File: src/rtl/serial_frame_rx_pkg.sv
// serial_frame_pkg: shared FSM states, parity modes and parity check for the serial frame receiver
package serial_frame_pkg;
  typedef enum logic [1:0] {IDLE, DATA, PARITY} state_t;
  localparam logic [1:0] MODE_NONE = 2'b00;
  localparam logic [1:0] MODE_EVEN = 2'b01;
  localparam logic [1:0] MODE_ODD  = 2'b10;
  localparam logic [1:0] MODE_RSVD = 2'b11;
  function automatic logic parity_ok(input logic payload_xor, input logic p, input logic [1:0] m);
    return (payload_xor ^ p) == (m == MODE_ODD);
  endfunction
endpackage

File: src/rtl/frame_hold_reg.sv
// frame_hold_reg: one-entry valid/ready holding register that drops and flags frames arriving while full
module frame_hold_reg #(
  parameter int W = 9
) (
  input  logic         clk,
  input  logic         reset,
  input  logic         load,
  input  logic [W-1:0] din,
  input  logic         ready,
  output logic [W-1:0] dout,
  output logic         valid,
  output logic         overrun
);
  always_ff @(posedge clk or posedge reset) begin
    if (reset) begin
      dout    <= '0;
      valid   <= 1'b0;
      overrun <= 1'b0;
    end else begin
      overrun <= load && valid && !ready;
      if (load && (!valid || ready)) begin
        dout  <= din;
        valid <= 1'b1;
      end else if (valid && ready) begin
        valid <= 1'b0;
      end
    end
  end
endmodule

File: src/rtl/serial_frame_rx.sv
// serial_frame_rx: start-bit framed LSB-first deserializer with optional parity and a one-word output buffer
module serial_frame_rx
  import serial_frame_pkg::*;
#(
  parameter int DATA_W = 8
) (
  input  logic              clk,
  input  logic              reset,
  input  logic              en,
  input  logic              sin,
  input  logic [1:0]        mode,
  output logic [DATA_W-1:0] data_out,
  output logic              valid,
  input  logic              ready,
  output logic              par_err,
  output logic              overrun
);
  localparam int CW = $clog2(DATA_W);
  state_t state, state_n;
  logic [CW-1:0] cnt, cnt_n;
  logic [DATA_W-1:0] shreg, shreg_n;
  logic [1:0] mode_q, mode_n;
  logic commit, par_mode, perr;
  assign par_mode = mode_q == MODE_EVEN || mode_q == MODE_ODD;
  assign perr = state == PARITY && !parity_ok(^shreg, sin, mode_q);
  always_ff @(posedge clk or posedge reset) begin
    if (reset) begin
      state  <= IDLE;
      cnt    <= '0;
      shreg  <= '0;
      mode_q <= MODE_NONE;
    end else begin
      state  <= state_n;
      cnt    <= cnt_n;
      shreg  <= shreg_n;
      mode_q <= mode_n;
    end
  end
  always_comb begin
    state_n = state;
    cnt_n   = cnt;
    shreg_n = shreg;
    mode_n  = mode_q;
    commit  = 1'b0;
    unique case (state)
      IDLE: if (en && sin) begin
        state_n = DATA;
        cnt_n   = '0;
        mode_n  = mode;
      end
      DATA: if (!en) state_n = IDLE;
      else begin
        shreg_n[cnt] = sin;
        cnt_n = cnt + 1'b1;
        if (cnt == CW'(DATA_W - 1)) begin
          cnt_n   = '0;
          state_n = par_mode ? PARITY : IDLE;
          commit  = !par_mode;
        end
      end
      PARITY: begin
        state_n = IDLE;
        commit  = en;
      end
      default: state_n = IDLE;
    endcase
  end
  frame_hold_reg #(.W(DATA_W + 1)) hold (
    .clk(clk),
    .reset(reset),
    .load(commit),
    .din({perr, shreg_n}),
    .ready(ready),
    .dout({par_err, data_out}),
    .valid(valid),
    .overrun(overrun)
  );
endmodule

File: config.mk
export PLATFORM = sky130hd
export DESIGN_NAME = serial_frame_rx
export DESIGN_NICKNAME = d
export VERILOG_FILES = /design/src/rtl/serial_frame_rx_pkg.sv /design/src/rtl/frame_hold_reg.sv /design/src/rtl/serial_frame_rx.sv
export SDC_FILE = /design/constraint.sdc
export NUM_CORES = 1
export LEC_CHECK = 0
export BUFFER_PORTS_ARGS = -buffer_cell sky130_fd_sc_hd__buf_2
export CAP_MARGIN = 20
export CORE_ASPECT_RATIO = 0.75
export CORE_MARGIN = 1.5
export CORE_UTILIZATION = 50
export CTS_BUF_LIST = sky130_fd_sc_hd__clkbuf_8
export DETAILED_ROUTE_END_ITERATION = 12
export MAX_ROUTING_LAYER = met4
export PLACE_DENSITY = 0.8
export SLEW_MARGIN = 20
export SYNTH_ARGS = -nofsm -noshare
export SYNTH_HDL_FRONTEND = slang
export SYNTH_SLANG_ARGS = --single-unit
File: constraint.sdc
create_clock -name clk -period 2.3 [get_ports clk]
set_clock_uncertainty 0.2 [all_clocks]
set_input_delay 0.46 -clock clk [delete_from_list [all_inputs] [get_ports clk]]
set_output_delay 0.46 -clock clk [all_outputs]
set_load 0.05 [all_outputs]
==> results.json <==
{
  "netSwitchingPower_uw": 446,
  "arrival_ns": 2.11,
  "clockPowerShare": 0.205,
  "slew_headroom": 0.787,
  "vias": 833,
  "grt_pass1_vias": 785,
  "ys.warnings.count": 0,
  "reg2reg_to": "hold.dout[0]$_DFFE_PP0P_",
  "post-route-period-util": 0.937,
  "die_x_um": 63,
  "port_buffers": 17,
  "cts_tree": "done",
  "finalHoldViolations": 0,
  "syn-num-nets": 117,
  "coreArea_um2": 2580,
  "p_leak_uw": 0.000760,
  "routabilityCongestion": 0.787,
  "area_delta_synth_final_pct": 12.7,
  "cts-root-buf": "clkbuf_8",
  "drv_cap": 0,
  "clk_pin_slew_worst_paths_ns": 0.09,
  "cp-start-kind": "flop",
  "switching_share": 0.315,
  "fmax_mhz": 464,
  "drive_gt1_frac": 0.371,
  "grt_pass1_wl_um": 3790,
  "synth_area_um2": 1350,
  "start_util": 0.523,
  "finalNonFillerCells": 160,
  "layout_commonest_cell": "dfrtp_1",
  "layout_common_cells": "dfrtp_1, buf_2, mux2_4",
  "status": "finished clean",
  "nNetsFinal": 138,
  "avgRoutedWirePerCell_um": 14.4,
  "cts_buffers": 3,
  "critPathKind": "reg2reg",
  "drt_iter0_drc": 24,
  "place_inst": 156,
  "drc_errors": 0,
  "cp_cell_sequence": "inv_1 > ha_1 > nand2b_2 > nor4b_2 > mux2_2 > mux2_4",
  "htreeDepth": 1,
  "n_antenna_cell": 0,
  "rr_worst_depth": 6,
  "worstPathMaxFanout": 7,
  "combPwrFrac": 0.367,
  "dpl.hpwl_um": 1660,
  "avgSynthCellArea_um2": 13.0,
  "detail_route.vias_per_cell": 5.21,
  "worst_path_max_delay_cell": "dfrtp_1",
  "rsz0062_at_grt": "no",
  "die_h_um": 48,
  "grt_start_max_net_pins": 27,
  "p_seq_frac": 0.428,
  "power_per_cell_area_nw_per_um2": 931,
  "clkSinkCount": 26,
  "tns_ns": 0,
  "slew_violations": 0,
  "io_pins": 18,
  "antenna_found_initial": 0,
  "r2r_slack_ns": 0.15,
  "setup_viol": 0,
  "synth_seq_area_share": 0.482,
  "synth_cells": 104,
  "hp-class": "in2async",
  "timing.rr.start": "state[1]$_DFFE_PP0P_",
  "grt.total_usage": 0.178,
  "worst_ep_required_time_ns": 2.26,
  "drt_first_pass_iters": 4,
  "overflow": 0,
  "cpPeakStageDelay_ns": 0.41,
  "crit_path_end_kind": "flop",
  "n_fill_cell": 226,
  "ant_nets": 0,
  "dieArea_um2": 3020,
  "ys_ff_latch": 26,
  "cts_setup_buffers": 0,
  "row_count": 16,
  "cts-resized-gates": 0,
  "hold_buffers": 0,
  "wirelength_um": 2300,
  "tightest_slew_ns": 0.319,
  "synth.distinct_cells": 32,
  "irDropWorstVdd_v": 0.000645,
  "insertion_delay_ns": 0.27,
  "p_int_uw": 970,
  "clockBufferDepth": 2,
  "min_period_ns": 2.15
}
## sequential cells by signal, summed over array words and instances (netlist names)
| register | count |
|---|---|
| shreg | 8 |
| cnt | 3 |
| mode_q | 2 |
| state | 2 |
| hold.overrun | 1 |
| hold.dout | 9 |
| hold.valid | 1 |
## power groups by stage
stage               sequential, uW  clock, uW  combinational, uW
finish                         606        291                520
global route                   620        325                577
CTS                            608        298                520
detailed placement             617          0                517
global placement               610          0                498
floorplan                      609          0                416
## cell usage after synthesis
master | number | share of area
a21boi_0 | 1 | 0.0056
nor3_1 | 2 | 0.0074
nand2b_2 | 1 | 0.0065
nor2b_1 | 1 | 0.0046
a22o_1 | 4 | 0.026
mux2_1 | 2 | 0.017
inv_1 | 5 | 0.014
mux2_2 | 6 | 0.050
nand2_2 | 1 | 0.0046
nor2b_2 | 1 | 0.0065
nor4b_2 | 2 | 0.022
xnor3_1 | 1 | 0.017
buf_12 | 1 | 0.015
and4_4 | 1 | 0.0083
a31o_1 | 2 | 0.013
a21oi_1 | 1 | 0.0037
buf_2 | 1 | 0.0037
nand2b_1 | 2 | 0.0093
o21ai_0 | 1 | 0.0037
nand2_1 | 4 | 0.011
o211ai_1 | 1 | 0.0056
dfrtp_1 | 26 | 0.48
xnor2_1 | 5 | 0.032
nand3b_1 | 1 | 0.0056
o41ai_1 | 1 | 0.0065
mux2_4 | 10 | 0.11
xor2_1 | 2 | 0.013
ha_1 | 6 | 0.056
a31o_2 | 1 | 0.0065
nor2_1 | 7 | 0.019
clkbuf_1 | 1 | 0.0028
nand3_1 | 3 | 0.011
## per-stage QoR
stage / power, uW / hold slack [ns] / util / cell area [um2] / worst slack, ns
finish: 1420 / 0.0247 / 0.589 / 1520 / 0.146
global route: 1520 / 0.0463 / 0.589 / 1520 / 0.0119
CTS: 1430 / 0.0320 / 0.589 / 1520 / 0.163
detailed placement: 1130 / 0.292 / 0.568 / 1470 / 0.176
global placement: 1110 / 0.287 / 0.568 / 1470 / 0.243
floorplan: 1030 / 0.279 / - / 1350 / 0.301
## metal layers
layer,share of wire,wire (um),up-vias,track usage
met3,0.054,124,4,0.0541
met4,0.012,27,0,0.0667
met5,0,0,-,-
li1,-,-,403,-
met2,0.44,1020,22,0.274
met1,0.49,1130,404,0.225
## how the worst max path moves through the flow
stage,startpoint,endpoint,slack [ns],depth (start not counted)
floorplan,cnt[1]$_DFFE_PP0P_,hold.dout[0]$_DFFE_PP0P_,0.30,6
global placement,state[1]$_DFFE_PP0P_,hold.dout[0]$_DFFE_PP0P_,0.24,6
detailed placement,state[1]$_DFFE_PP0P_,hold.dout[0]$_DFFE_PP0P_,0.18,6
CTS,state[1]$_DFFE_PP0P_,hold.dout[0]$_DFFE_PP0P_,0.16,6
global route,state[1]$_DFFE_PP0P_,hold.dout[0]$_DFFE_PP0P_,0.01,6
finish,state[1]$_DFFE_PP0P_,hold.dout[0]$_DFFE_PP0P_,0.15,6
## final cells by class
class / count / area, um2 / area share
repair buffers: 19 / 100 / 0.0658
clock buffers: 4 / 55.1 / 0.0362
flip-flops and latches: 26 / 651 / 0.428
multi-input cells: 70 / 652 / 0.428
inverters: 5 / 18.8 / 0.0123
well taps: 36 / 45.0 / 0.0296
## critical path: cells and delay by family, from the launching register on
kind / cells / cell delay [ns]
DFF: 1 / 0.41
buffers and inverters: 1 / 0.09
adders and majority gates: 1 / 0.32
and+or+nand+nor: 2 / 0.38
muxes: 2 / 0.64
## kinds of logic (layout without fill, tap and decap cells)
group	count (synthesis)	count (layout)	synth area share
DFF	26	26	0.482
adders and majority gates	6	6	0.0556
and+or+nand+nor	26	26	0.117
AOI/OAI and AO/OA	12	12	0.0704
muxes	18	18	0.178
buffers and inverters	8	28	0.0352
xor gates and xnor gates	8	8	0.0621
(Power assumes the default switching activity.)
